**config.mk**
```make
export PLATFORM = sky130hd
export DESIGN_NAME = sender_ok_ser_flat
export DESIGN_NICKNAME = d
export VERILOG_FILES = /design/src/rtl/sender_ok_ser_pkg.sv /design/src/rtl/sender_ok_ser_if.sv /design/src/rtl/sender_ok_ser_tx_msg_rom.sv /design/src/rtl/sender_ok_ser.sv /design/src/flat_wrapper.sv
export SDC_FILE = /design/constraint.sdc
export NUM_CORES = 1
export LEC_CHECK = 0
export BUFFER_PORTS_ARGS = -buffer_cell sky130_fd_sc_hd__buf_2
export CAP_MARGIN = 20
export CORE_ASPECT_RATIO = 1.4
export CORE_MARGIN = 2
export CORE_UTILIZATION = 54
export CTS_CLUSTER_DIAMETER = 150
export DETAILED_ROUTE_END_ITERATION = 10
export GPL_TIMING_DRIVEN = 0
export HOLD_SLACK_MARGIN = 0.08
export PLACE_DENSITY_LB_ADDON = 0.25
export REMOVE_ABC_BUFFERS = 1
export SYNTH_ARGS = -nofsm -noshare
export SYNTH_HDL_FRONTEND = slang
export SYNTH_HIERARCHICAL = 1
export SYNTH_SLANG_ARGS = --single-unit
export TNS_END_PERCENT = 1
```
**constraint.sdc**
```tcl
create_clock -name iCLK -period 2.2 [get_ports iCLK]
set_clock_uncertainty 0.2 [all_clocks]
set_input_delay 0.33 -clock iCLK [delete_from_list [all_inputs] [get_ports iCLK]]
set_output_delay 0.33 -clock iCLK [all_outputs]
set_load 0.02 [all_outputs]
```
**src/rtl/sender_ok_ser_pkg.sv**
```systemverilog
// Shared constants for the response-string sender and its receiver counterpart:
// FSM state codes, string bytes and string lengths.
package sender_ok_ser_pkg;

  typedef enum logic [2:0] {
    IDLE  = 3'd0,
    LOAD  = 3'd1,
    START = 3'd2,
    WAIT  = 3'd3,
    DONE  = 3'd4
  } state_e;

  localparam logic [2:0] MSG_OK_LEN  = 3'd4;
  localparam logic [2:0] MSG_ERR_LEN = 3'd7;

  localparam logic [7:0] MSG_OK  [0:3] = '{8'h4F, 8'h4B, 8'h0D, 8'h0A};
  localparam logic [7:0] MSG_ERR [0:6] = '{8'h45, 8'h52, 8'h52, 8'h4F, 8'h52, 8'h0D, 8'h0A};

  function automatic logic [2:0] msg_len(input logic sel);
    return sel ? MSG_ERR_LEN : MSG_OK_LEN;
  endfunction

endpackage

```
**src/rtl/sender_ok_ser_if.sv**
```systemverilog
// Request/UART-byte handshake bundle between the sender and its environment.
interface sender_ok_ser_if;
  logic       send_req;
  logic       msg_sel;
  logic       SEND_END;
  logic [7:0] txd;
  logic       SEND_START;
  logic       busy;
  logic       send_done;
  logic       send_err;

  modport master (
    output send_req, msg_sel, SEND_END,
    input  txd, SEND_START, busy, send_done, send_err
  );

  modport slave (
    input  send_req, msg_sel, SEND_END,
    output txd, SEND_START, busy, send_done, send_err
  );
endinterface

```
**src/rtl/sender_ok_ser_tx_msg_rom.sv**
```systemverilog
// Combinational string ROM: byte at (sel, index) and the selected string length.
module tx_msg_rom
  import sender_ok_ser_pkg::*;
(
  input  logic       sel_i,
  input  logic [2:0] index_i,
  output logic [7:0] byte_o,
  output logic [2:0] len_o
);

  always_comb begin
    len_o  = msg_len(sel_i);
    byte_o = 8'h00;
    if (index_i < len_o) begin
      byte_o = sel_i ? MSG_ERR[index_i] : MSG_OK[index_i[1:0]];
    end
  end

endmodule

```
**src/rtl/sender_ok_ser.sv**
```systemverilog
// Sends "OK\r\n" or "ERROR\r\n" one byte at a time through a UART byte transmitter,
// with a per-byte timeout.
//
// state | meaning
// IDLE  | waiting for send_req
// LOAD  | register txd from ROM
// START | SEND_START pulse high
// WAIT  | waiting for SEND_END, timeout counter running
// DONE  | send_done pulse high
module sender_ok_ser
  import sender_ok_ser_pkg::*;
#(
  parameter logic [15:0] TIMEOUT_CYC = 16'd50000
) (
  input  logic           iCLK,
  input  logic           RST_n,
  sender_ok_ser_if.slave bus
);

  state_e      state_q;
  logic        sel_q;
  logic [2:0]  idx_q, idx_d;
  logic [15:0] cnt_q, cnt_d;
  logic [7:0]  txd_q;
  logic        send_start_q, busy_q, send_done_q, send_err_q;

  logic [7:0]  rom_byte;
  logic [2:0]  rom_len;
  logic        last_byte;
  logic        expired;

  tx_msg_rom u_rom (
    .sel_i   (sel_q),
    .index_i (idx_q),
    .byte_o  (rom_byte),
    .len_o   (rom_len)
  );

  assign last_byte = (idx_q == rom_len - 3'd1);
  assign idx_d     = last_byte ? idx_q : idx_q + 3'd1;
  assign cnt_d     = cnt_q + 16'd1;
  // The SEND_START cycle is the first counted cycle of the byte's budget.
  assign expired   = (cnt_q >= TIMEOUT_CYC - 16'd1);

  always_ff @(posedge iCLK or negedge RST_n) begin
    if (!RST_n) begin
      state_q      <= IDLE;
      sel_q        <= 1'b0;
      idx_q        <= 3'd0;
      cnt_q        <= 16'd0;
      txd_q        <= 8'h00;
      send_start_q <= 1'b0;
      busy_q       <= 1'b0;
      send_done_q  <= 1'b0;
      send_err_q   <= 1'b0;
    end else begin
      send_start_q <= 1'b0;
      send_done_q  <= 1'b0;
      send_err_q   <= 1'b0;
      case (state_q)
        IDLE: begin
          if (bus.send_req) begin
            sel_q   <= bus.msg_sel;
            idx_q   <= 3'd0;
            busy_q  <= 1'b1;
            state_q <= LOAD;
          end
        end
        LOAD: begin
          txd_q        <= rom_byte;
          cnt_q        <= 16'd0;
          send_start_q <= 1'b1;
          state_q      <= START;
        end
        START: begin
          cnt_q   <= cnt_d;
          state_q <= WAIT;
        end
        WAIT: begin
          // SEND_END has priority over an expiring timeout.
          if (bus.SEND_END) begin
            if (last_byte) begin
              send_done_q <= 1'b1;
              state_q     <= DONE;
            end else begin
              idx_q   <= idx_d;
              state_q <= LOAD;
            end
          end else if (expired) begin
            send_err_q <= 1'b1;
            busy_q     <= 1'b0;
            state_q    <= IDLE;
          end else begin
            cnt_q <= cnt_d;
          end
        end
        DONE: begin
          busy_q  <= 1'b0;
          state_q <= IDLE;
        end
        default: begin
          busy_q  <= 1'b0;
          state_q <= IDLE;
        end
      endcase
    end
  end

  assign bus.txd        = txd_q;
  assign bus.SEND_START = send_start_q;
  assign bus.busy       = busy_q;
  assign bus.send_done  = send_done_q;
  assign bus.send_err   = send_err_q;

endmodule
```
**src/flat_wrapper.sv**
```systemverilog
// flat-port wrapper written by rule: the top's interface ports become plain ports
module sender_ok_ser_flat import sender_ok_ser_pkg::*;
#(
  parameter logic [15:0] TIMEOUT_CYC = 16'd50000
)
  (iCLK, RST_n, bus_send_req, bus_msg_sel, bus_SEND_END, bus_txd, bus_SEND_START, bus_busy, bus_send_done, bus_send_err);
  sender_ok_ser_if bus_i ();
  input  logic iCLK;
  input  logic RST_n;
  input wire logic [$bits(bus_i.send_req)-1:0] bus_send_req;
  input wire logic [$bits(bus_i.msg_sel)-1:0] bus_msg_sel;
  input wire logic [$bits(bus_i.SEND_END)-1:0] bus_SEND_END;
  output wire logic [$bits(bus_i.txd)-1:0] bus_txd;
  output wire logic [$bits(bus_i.SEND_START)-1:0] bus_SEND_START;
  output wire logic [$bits(bus_i.busy)-1:0] bus_busy;
  output wire logic [$bits(bus_i.send_done)-1:0] bus_send_done;
  output wire logic [$bits(bus_i.send_err)-1:0] bus_send_err;
  assign bus_i.send_req = bus_send_req;
  assign bus_i.msg_sel = bus_msg_sel;
  assign bus_i.SEND_END = bus_SEND_END;
  assign bus_txd = bus_i.txd;
  assign bus_SEND_START = bus_i.SEND_START;
  assign bus_busy = bus_i.busy;
  assign bus_send_done = bus_i.send_done;
  assign bus_send_err = bus_i.send_err;
  sender_ok_ser #(.TIMEOUT_CYC(TIMEOUT_CYC)) u_core (.iCLK(iCLK), .RST_n(RST_n), .bus(bus_i));
endmodule
```
==> run_results.csv, run 1 <==
group,metric,value,unit
logic_synthesis,syn_inst,223,
die,die_h,78.8,um
run_status,outcome,"finished clean",
clock_tree,cts_tree,"built",
clock_tree,clockBufferDepth,2,
timing,finalHoldViolCount,0,
layout,final.fill_count,344,
drt,routed_wl,4210,um
pwr,p_leak,1.03,nW
timing,tightest_slew,787,ps
critical_path,cp.depth,5,
die,core_area,3880,um2
clock_tree,clk_pin_slew_worst_paths,70,ps
place,port_buffers,16,
grt,grt_pass1_vias,1612,
layout,post-route-util,62.0,%
logic_synthesis,ys.flop_type,"dfrtp_1",
grt,antenna_found_initial,0,
logic_synthesis,synth_seq_cells,35,
critical_path,rr_endpoint,"u_core/cnt_q[6]$_DFFE_PN0P_",
die,initial_core_util,55.6,%
critical_path,cp_num_buf_inv,0,
critical_path,reg2regPathDepth,5,
timing,relSlewSlack,47.5,%
timing,drv_slew,0,
clock_tree,numCtsBuffers,5,
critical_path,r2r_slack,90,ps
drt,ant_nets,0,
timing,rsz0062_at_grt,"yes",
die,num_rows,27,
drt,wl_per_cell,15.0,um
grt,grt_use_total,20.5,%
timing,timing.hold.ws,171,ps
place,dp_cells,269,
critical_path,slowest_delay,590,ps
critical_path,r2r-start,"u_core/cnt_q[13]$_DFFE_PN0P_",
layout,layout_commonest_cell,"dfrtp_1",
logic_synthesis,synth-seq-area-share,40.6,%
timing,final.min_clock_period,2110,ps
critical_path,path_delay_family,"compound AO/OA/AOI/OAI gates",
grt,grt_max_degree,36,
critical_path,slowest_stage,"or4_4",
clock_tree,htree_levels,2,
critical_path,start_kind,"flop",
grt,grt_overflow_total,0,
die,die_area,4530,um2
grt,grt_pass1_wl,7310,um
die,die_width,57.4,um
timing,setup_violations,0,
critical_path,worstPathArrival,2080,ps
drt,vias,1623,
logic_synthesis,synthDistinctLibCells,49,
drt,dr.pass1.iters,4,
clock_tree,clk_latency,280,ps
drt,viasPerCell,5.78,
layout,final_cell_mix,"33 x dfrtp_1, 18 x nand2_1, 18 x nor2_1",
critical_path,setup.worst_path.start,"u_core/cnt_q[13]$_DFFE_PN0P_",
layout,final_nets,253,
drt,remaining_drc_errors,0,
logic_synthesis,synth_edf_count,0,
clock_tree,root_buffer,"clkbuf_8",
logic_synthesis,async_reset_ff_share,100,%
critical_path,crit_end,"u_core/cnt_q[6]$_DFFE_PN0P_",
critical_path,endpoint_kind,"flop",
place,dp_hpwl,2790,um
timing,fin_crit_sh,96.1,%
place,dp_slack,-88.7,ps
layout,drive_gt1_share,27.3,%
critical_path,crit_chain,"or4_4 -> a211oi_4 -> a21oi_4 -> o21ai_0 -> o41ai_2",
critical_path,crit_fanout,17,
layout,fin_cells,281,
logic_synthesis,syn_area_per_cell,9.68,um2
layout,area_growth_syn_to_layout,11.5,%
pwr,powerDensity,1240,nW/um2
clock_tree,cts.sinks,35,
die,num_io_pins,17,
timing,fmax,0.473,GHz
place,routabilityCongestion,0.808,
logic_synthesis,yosys_warnings,6,
critical_path,path_class,"flop to flop",
worst_hold_path,hp-class,"input pin to flop",
drt,drt_iter0_markers,55,
critical_path,cp.required,2160,ps
pwr,ir_drop,0.856,mV
logic_synthesis,syn-cell-area,2160,um2
layout,num_antenna_cells,0,
job,drv_cap,0,
timing,fin_ws,85.7,ps
-- flip-flops by register name (all words and copies together), names as in the netlist --
register               flops
u_core/idx_q               3
u_core/bus.txd             8
u_core/bus.send_done       1
u_core/bus.send_err        1
u_core/state_q             3
u_core/bus.SEND_START      1
u_core/cnt_q              16
u_core/bus.busy            1
u_core/sel_q               1
-- final cells by class --
type	count	area, um2	share of cell area (%)
Sequential cell	35	878	36.5
Timing Repair Buffer	20	115	4.78
Clock buffer	5	68.8	2.86
Multi-Input combinational cell	163	1230	51.1
Inverter	12	45.0	1.87
Tap cell	43	53.8	2.23
Clock inverter	3	15.0	0.624
-- how the worst min path moves through the flow --
stage | from | endpoint | cells past startpoint | slack (ps)
2_1_floorplan | RST_n | u_core/bus.SEND_START$_DFF_PN0_ | 0 | -170
3_3_place_gp | RST_n | u_core/cnt_q[5]$_DFFE_PN0P_ | 1 | 260
3_5_place_dp | RST_n | u_core/cnt_q[3]$_DFFE_PN0P_ | 1 | 260
4_1_cts | bus_SEND_END | u_core/bus.send_err$_DFF_PN0_ | 2 | 140
5_1_grt | bus_SEND_END | u_core/bus.send_err$_DFF_PN0_ | 2 | 190
6_report | bus_SEND_END | u_core/bus.send_err$_DFF_PN0_ | 2 | 170
-- worst register-to-register path, stage by stage (launching register included) --
cell and delay, ps:
dfrtp_1 410, or4_4 590, a211oi_4 290, a21oi_4 160, o21ai_0 230, o41ai_2 100
-- layer usage --
metal,global-route usage [%],wire [um],vias up
met3,4.72,118,7
met5,0,0,-
met1,24.0,1800,780
met4,6.74,55,0
met2,36.4,2240,21
li1,-,-,815
-- cells in the mapped netlist (4+ instances only) --
cell type  instances  share of area (%)
ha_1              11                6.4
nor2_1            19                3.3
inv_1             11                1.9
nor3_1             5                1.2
nand3_1            6                1.4
nand2_1           18                3.1
a211oi_2           4                2.3
o21ai_0           15                3.5
o31ai_1           13                4.5
mux2_2            10                5.2
dfrtp_1           35                 41
a21oi_1            7                1.6
a31oi_1            5                1.4
buf_4              6                2.1
buf_2              4               0.93
-- power by group --
part           internal (mW)  switching [mW]
Sequential             0.819           0.208
Combinational          0.642           0.867
Clock                  0.216           0.231
Total                   1.68            1.31
-- repair_timing --
item | in CTS | in global routing
pin swaps | 1 | 3
endpoints found under the hold margin | 36 | 0
gates resized for setup | 4 | 11
cloned | 1 | 0
hold buffers | 2 | 0
setup endpoints to repair | 16 | 17
buffers inserted | 0 | 1
-- stage by stage --
step                TNS [ps]  power [mW]  instance area [um2]
floorplan                  0        2.08                 2060
global placement       -1780        2.40                 2200
detailed placement      -841        2.44                 2210
CTS                    -66.4        2.94                 2340
global route           -36.9        3.24                 2410
finish                     0        2.98                 2410
-- cell families (layout without fill, tap and decap cells) --
group	after synthesis	in the layout	synth area share, %
XOR/XNOR	5	5	2.03
AND/OR/NAND/NOR	70	70	16.5
AO/OA/AOI/OAI	61	62	21.4
other	2	3	0.348
adder cells (fa/ha/maj)	11	11	6.37
buffers and inverters	27	40	6.66
multiplexers	12	12	6.14
flip-flops	35	35	40.6
Note: power is estimated with default switching activity, not from simulation.
==> inputs of run 2 (changes only) <==
--- a/config.mk
+++ b/config.mk
@@ -9,7 +9,7 @@
 export CAP_MARGIN = 20
 export CORE_ASPECT_RATIO = 1.4
 export CORE_MARGIN = 2
-export CORE_UTILIZATION = 54
+export CORE_UTILIZATION = 60
 export CTS_CLUSTER_DIAMETER = 150
 export DETAILED_ROUTE_END_ITERATION = 10
 export GPL_TIMING_DRIVEN = 0
==> constraint.sdc (replaced) <==
create_clock -name iCLK -period 2.15 [get_ports iCLK]
set_clock_uncertainty 0.2 [all_clocks]
set_input_delay 0.3225 -clock iCLK [delete_from_list [all_inputs] [get_ports iCLK]]
set_output_delay 0.3225 -clock iCLK [all_outputs]
set_load 0.02 [all_outputs]
==> run_results.csv, run 2 (synthesis results as in run 1) <==
group,metric,value,unit
layout,final_cell_mix,"33 x dfrtp_1, 18 x nand2_1, 18 x nor2_1",
pwr,powerDensity,1300,nW/um2
timing,fin_crit_sh,96.9,%
layout,largest_reg_flops,16,
timing,tns,0,ps
timing,drv_slew,0,
drt,met2_length,2120,um
job,drv_cap,0,
critical_path,slowest_delay,590,ps
critical_path,crit_fanout,12,
place,dp_hpwl,2740,um
timing,final.min_clock_period,2080,ps
die,num_io_pins,17,
drt,drt_iter0_markers,70,
layout,top_register,"u_core/cnt_q",
run_status,outcome,"finished clean",
drt,wl_per_cell,14.7,um
timing,rsz0062_at_grt,"yes",
timing,setup_violations,0,
pwr,swShare,41.9,%
critical_path,start_kind,"flop",
worst_hold_path,hp-class,"input pin to flop",
clock_tree,cts.sinks,35,
critical_path,cp.required,2120,ps
critical_path,cp_num_buf_inv,1,
timing,fmax,0.480,GHz
layout,fin_cells,280,
drt,dr.pass1.iters,4,
drt,drt-met1-wl,1800,um
clock_tree,htree_levels,2,
die,die_h,75.0,um
pwr,p_int,1.82,mW
drt,vias,1630,
die,num_rows,25,
timing,tightest_slew,791,ps
pwr,ir_drop,1.01,mV
clock_tree,root_buffer,"clkbuf_8",
grt,antenna_found_initial,0,
drt,remaining_drc_errors,0,
drt,highest_layer,"met4",
grt,grt_pass1_wl,6710,um
critical_path,r2r_slack,70,ps
place,dp_cells,266,
die,core_area,3410,um2
place,dp_slack,-93.0,ps
place,port_buffers,16,
critical_path,worstPathArrival,2060,ps
grt,grt_use_total,23.1,%
critical_path,path_class,"flop to flop",
die,die_width,54.7,um
layout,num_antenna_cells,0,
place,routabilityCongestion,0.826,
pwr,power,3.13,mW
critical_path,slowest_stage,"or4_4",
clock_tree,cts_tree,"built",
layout,drive_gt1_share,27.5,%
grt,grt_pass1_vias,1508,
pwr,p_seq_share,33.1,%
timing,fin_ws,67.1,ps
layout,area_growth_syn_to_layout,11.5,%
layout,post-route-util,70.6,%
drt,routed_wl,4120,um
drt,ant_nets,0,
clock_tree,clk_latency,280,ps
layout,layout_commonest_cell,"dfrtp_1",
timing,relSlewSlack,47.2,%
pwr,p_leak,1.02,nW
pwr,switching_power,1.31,mW
critical_path,crit_chain,"or4_4 -> a21boi_4 -> o211ai_4 -> buf_12 -> o41ai_1",
grt,grt_max_degree,36,
pwr,pwr-share-comb,50.2,%
clock_tree,clk_pin_slew_worst_paths,70,ps
timing,finalHoldViolCount,0,
critical_path,path_delay_family,"compound AO/OA/AOI/OAI gates",
clock_tree,numCtsBuffers,5,
clock_tree,clockBufferDepth,2,
drt,viasPerCell,5.82,
drt,wl_met3,115,um
die,initial_core_util,63.3,%
die,die_area,4100,um2
layout,final_nets,255,
critical_path,endpoint_kind,"flop",
grt,grt_overflow_total,0,
pwr,p_clk_share,16.6,%
layout,final.fill_count,261,
run 2: changes by cell type in the layout (fill, tap and decap cells not counted), sizes merged:
cell    delta
clkinv     -3
clkbuf     +3
buf        +3
o211ai     -1
run 2: stage by stage:
stage               cell area, um2  hold slack (ps)
detailed placement            2200              253
floorplan                     2060             -173
CTS                           2370              120
global route                  2410              191
global placement              2190              240
finish                        2410              164
run 2: what timing repair did:
| item | 4_1_cts | 5_1_grt |
|---|---|---|
| pin swaps | 2 | 4 |
| setup endpoints to repair | 18 | 17 |
| hold buffers | 2 | 0 |
| hold endpoints to repair | 36 | 0 |
| resized for setup | 5 | 5 |
| buffers inserted | 2 | 2 |
run 2: cell type report:
class,instances,area [um2],share of cell area [%]
clock buffers,8,100,4.16
inverters,12,45.0,1.87
multi-input cells,162,1190,49.3
flip-flops and latches,35,878,36.5
well taps,40,50.0,2.08
repair buffers,23,148,6.13
run 2: path summary, 6_finish.rpt:
path | from | to | cells past startpoint
min in group asynchronous | RST_n | u_core/cnt_q[5]$_DFFE_PN0P_ | 2
max in group asynchronous | RST_n | u_core/cnt_q[7]$_DFFE_PN0P_ | 2
min | bus_SEND_END | u_core/bus.send_err$_DFF_PN0_ | 2
max reg2reg | u_core/cnt_q[13]$_DFFE_PN0P_ | u_core/cnt_q[6]$_DFFE_PN0P_ | 5
max | u_core/cnt_q[13]$_DFFE_PN0P_ | u_core/cnt_q[6]$_DFFE_PN0P_ | 5
min reg2reg | u_core/bus.txd[4]$_DFFE_PN0P_ | u_core/bus.txd[4]$_DFFE_PN0P_ | 1
run 2: routing by layer:
| metal | global-route usage, % | up-vias |
|---|---|---|
| li1 | - | 820 |
| met1 | 26.5 | 777 |
| met2 | 38.8 | 27 |
| met3 | 5.56 | 6 |
| met4 | 11.9 | 0 |
| met5 | 0 | - |
run 2: power groups by stage:
| stage | Sequential (mW) | Combinational (mW) | Clock, mW |
|---|---|---|---|
| after floorplan | 1.14 | 0.996 | 0 |
| after global placement | 1.06 | 1.39 | 0 |
| after detailed placement | 1.06 | 1.43 | 0 |
| after CTS | 1.06 | 1.52 | 0.541 |
| after global routing | 1.07 | 1.72 | 0.566 |
| final | 1.04 | 1.57 | 0.520 |
==> inputs of run 3 (changes only) <==
--- a/config.mk
+++ b/config.mk
@@ -5,6 +5,7 @@
 export SDC_FILE = /design/constraint.sdc
 export NUM_CORES = 1
 export LEC_CHECK = 0
+export ABC_AREA = 1
 export BUFFER_PORTS_ARGS = -buffer_cell sky130_fd_sc_hd__buf_2
 export CAP_MARGIN = 20
 export CORE_ASPECT_RATIO = 1.4
@@ -12,6 +13,7 @@
 export CORE_UTILIZATION = 60
 export CTS_CLUSTER_DIAMETER = 150
 export DETAILED_ROUTE_END_ITERATION = 10
+export GPL_ROUTABILITY_DRIVEN = 1
 export GPL_TIMING_DRIVEN = 0
 export HOLD_SLACK_MARGIN = 0.08
 export PLACE_DENSITY_LB_ADDON = 0.25
==> run_results.csv, run 3 <==
group,metric,value,unit
logic_synthesis,synth-seq-area-share,36.6,%
job,drv_cap,0,
clock_tree,clk_pin_slew_worst_paths,70,ps
place,port_buffers,16,
timing,drv_slew,0,
pwr,swShare,46.0,%
critical_path,worstPathArrival,2030,ps
critical_path,slowest_stage,"dfrtp_1",
critical_path,setup.worst_path.start,"u_core/cnt_q[0]$_DFFE_PN0P_",
logic_synthesis,syn_area_per_cell,6.81,um2
layout,num_antenna_cells,0,
timing,final.min_clock_period,2000,ps
logic_synthesis,synth_seq_cells,35,
drt,dr.pass1.iters,5,
timing,fmax,0.501,GHz
pwr,p_seq_share,31.9,%
logic_synthesis,synthTopCellsByCount,"135 x nand2_1, 47 x nor2_1, 38 x nand3_1, 35 x dfrtp_1, 31 x inv_1",
critical_path,endpoint_kind,"flop",
grt,grt_pass1_vias,1989,
drt,routed_wl,4810,um
drt,ant_nets,0,
layout,final_cell_mix,"135 x nand2_1, 47 x nor2_1, 38 x nand3_1",
drt,wl_per_cell,11.7,um
place,dp_cells,400,
clock_tree,cts_tree,"built",
timing,relSlewSlack,47.5,%
critical_path,rr_endpoint,"u_core/cnt_q[5]$_DFFE_PN0P_",
pwr,p_clk_share,20.1,%
layout,design_area,2600,um2
grt,grt_max_degree,36,
layout,top_register,"u_core/cnt_q",
drt,drt_iter0_markers,125,
logic_synthesis,synth_top_area_cell,"dfrtp_1",
layout,post-route-util,66.8,%
critical_path,cpMostUsedCell,"nand2_1",
timing,timing.hold.ws,106,ps
layout,fin_cells,411,
pwr,p_leak,1.41,nW
layout,area_growth_syn_to_layout,8.58,%
critical_path,reg2regPathDepth,10,
drt,viasPerCell,5.23,
die,initial_core_util,61.5,%
die,core_area,3880,um2
worst_hold_path,hold_depth,3,
layout,largest_reg_flops,16,
layout,multi_input_area,1300,um2
die,num_rows,27,
grt,grt_use_total,24.2,%
place,place_area,2440,um2
clock_tree,root_buffer,"clkbuf_8",
critical_path,crit_end,"u_core/cnt_q[5]$_DFFE_PN0P_",
pwr,ir_drop,0.841,mV
logic_synthesis,synth_edf_count,0,
layout,drive_gt1_share,12.5,%
drt,vias,2151,
clock_tree,clockBufferDepth,2,
die,num_io_pins,17,
timing,finalHoldViolCount,0,
critical_path,r2r-start,"u_core/cnt_q[0]$_DFFE_PN0P_",
worst_hold_path,hp-class,"input pin to flop",
logic_synthesis,netlist.area_leader.share,36.6,%
timing,setup_violations,0,
die,die_area,4510,um2
place,dp_hpwl,3470,um
logic_synthesis,ys.flop_type,"dfrtp_1",
logic_synthesis,async_reset_ff_share,100,%
pwr,p_int,1.66,mW
critical_path,cp.required,2180,ps
logic_synthesis,syn_inst,351,
pwr,pwr-share-comb,47.9,%
critical_path,crit_chain,"ha_1 -> nand3_2 -> nand2_1 -> nand2_1 -> nand2_1 -> nand2_2 -> nand3_4 -> nand2_8 -> nand2_1 -> nand2_1",
layout,layout_commonest_cell,"nand2_1",
logic_synthesis,yosys_warnings,6,
timing,tightest_slew,787,ps
logic_synthesis,ys_top_cells_by_area,"dfrtp_1 37%, nand2_1 21%, nand3_1 8.0%",
layout,final-seq-area,877,um2
critical_path,path_class,"flop to flop",
clock_tree,numCtsBuffers,5,
critical_path,slowest_delay,430,ps
logic_synthesis,syn-cell-area,2390,um2
die,die_width,57.4,um
layout,final_nets,383,
pwr,switching_power,1.42,mW
die,die_h,78.7,um
clock_tree,htree_levels,2,
layout,final.fill_count,332,
clock_tree,cts.sinks,35,
critical_path,start_kind,"flop",
grt,antenna_found_initial,0,
pwr,power,3.08,mW
pwr,powerDensity,1190,nW/um2
timing,fin_crit_sh,92.8,%
logic_synthesis,synthDistinctLibCells,27,
place,routabilityCongestion,0.874,
critical_path,r2r_slack,150,ps
critical_path,crit_fanout,19,
grt,grt_pass1_wl,8590,um
drt,remaining_drc_errors,0,
timing,rsz0062_at_grt,"yes",
logic_synthesis,synth_most_common_cell,"nand2_1",
grt,grt_overflow_total,0,
run_status,outcome,"finished clean",
clock_tree,clk_latency,290,ps
==> run 3: cell types whose count changed after synthesis, moves of 4 or more <==
cell,delta
nand2_1,+117
o21ai_0,-13
nand2_2,+4
inv_2,+4
o31ai_1,-13
mux2_2,-9
a211oi_2,-4
nor3_1,-4
inv_1,+20
nor2_1,+28
nand3_1,+32
nand2_4,+4
a31oi_1,-5
==> run 3: worst max-delay path: cells and delay by family (launching register included) <==
family                     cells  cell delay (ps)
DFF                            1              430
adders and majority gates      1              260
and+or+nand+nor                9             1020
==> run 3: power by group through the flow <==
stage	sequential [mW]	combinational, mW	clock [mW]
2_1_floorplan	1.11	0.933	0
3_3_place_gp	1.02	1.38	0
3_5_place_dp	1.02	1.41	0
4_1_cts	1.01	1.42	0.636
5_1_grt	1.02	1.67	0.658
6_report	0.983	1.47	0.619
==> run 3: metrics by stage <==
| step | setup WS [ps] | setup TNS [ps] |
|---|---|---|
| final | 155 | 0 |
| after global routing | -0.167 | -0.167 |
| after CTS | 33.0 | 0 |
| after detailed placement | 58.5 | 0 |
| after global placement | 109 | 0 |
| after floorplan | 290 | 0 |
==> run 3: repair_timing <==
action / 4_1_cts / 5_1_grt
endpoints found under the hold margin: 36 / 0
endpoints found under the setup margin: 0 / 20
setup buffers: 0 / 1
hold buffers: 2 / 0
resized for setup: 0 / 2
==> run 3: cells by family (layout without fill, tap and decap cells) <==
kind of cell | after synthesis | after routing | synth area share (%)
and+or+nand+nor | 239 | 239 | 43.1
DFF | 35 | 35 | 36.6
muxes | 1 | 1 | 0.471
xor gates and xnor gates | 5 | 5 | 1.83
other | 2 | 3 | 0.314
adders and majority gates | 11 | 11 | 5.76
AOI/OAI and AO/OA | 10 | 10 | 2.46
buffers and inverters | 48 | 64 | 9.47
==> run 3: area by class of cell <==
cell class / instances / share of cell area, %
Clock buffer: 6 / 3.18
Clock inverter: 2 / 1.35
Inverter: 37 / 5.35
Multi-Input combinational cell: 269 / 50.1
Sequential cell: 35 / 33.8
Tap cell: 43 / 2.07
Timing Repair Buffer: 19 / 4.14
==> run 3: how the worst min path moves through the flow <==
stage,from,end
CTS,bus_send_req,u_core/bus.busy$_DFFE_PN0P_
detailed placement,RST_n,u_core/cnt_q[13]$_DFFE_PN0P_
global route,bus_send_req,u_core/bus.busy$_DFFE_PN0P_
global placement,RST_n,u_core/cnt_q[14]$_DFFE_PN0P_
finish,bus_send_req,u_core/bus.busy$_DFFE_PN0P_
floorplan,RST_n,u_core/bus.SEND_START$_DFF_PN0_
==> run 3: metal layers <==
layer,routed length [um],vias up,global-route usage (%)
li1,-,1112,-
met1,1970,991,26.9
met2,2600,36,43.4
met3,111,12,3.58
met4,131,0,12.8
met5,0,-,0
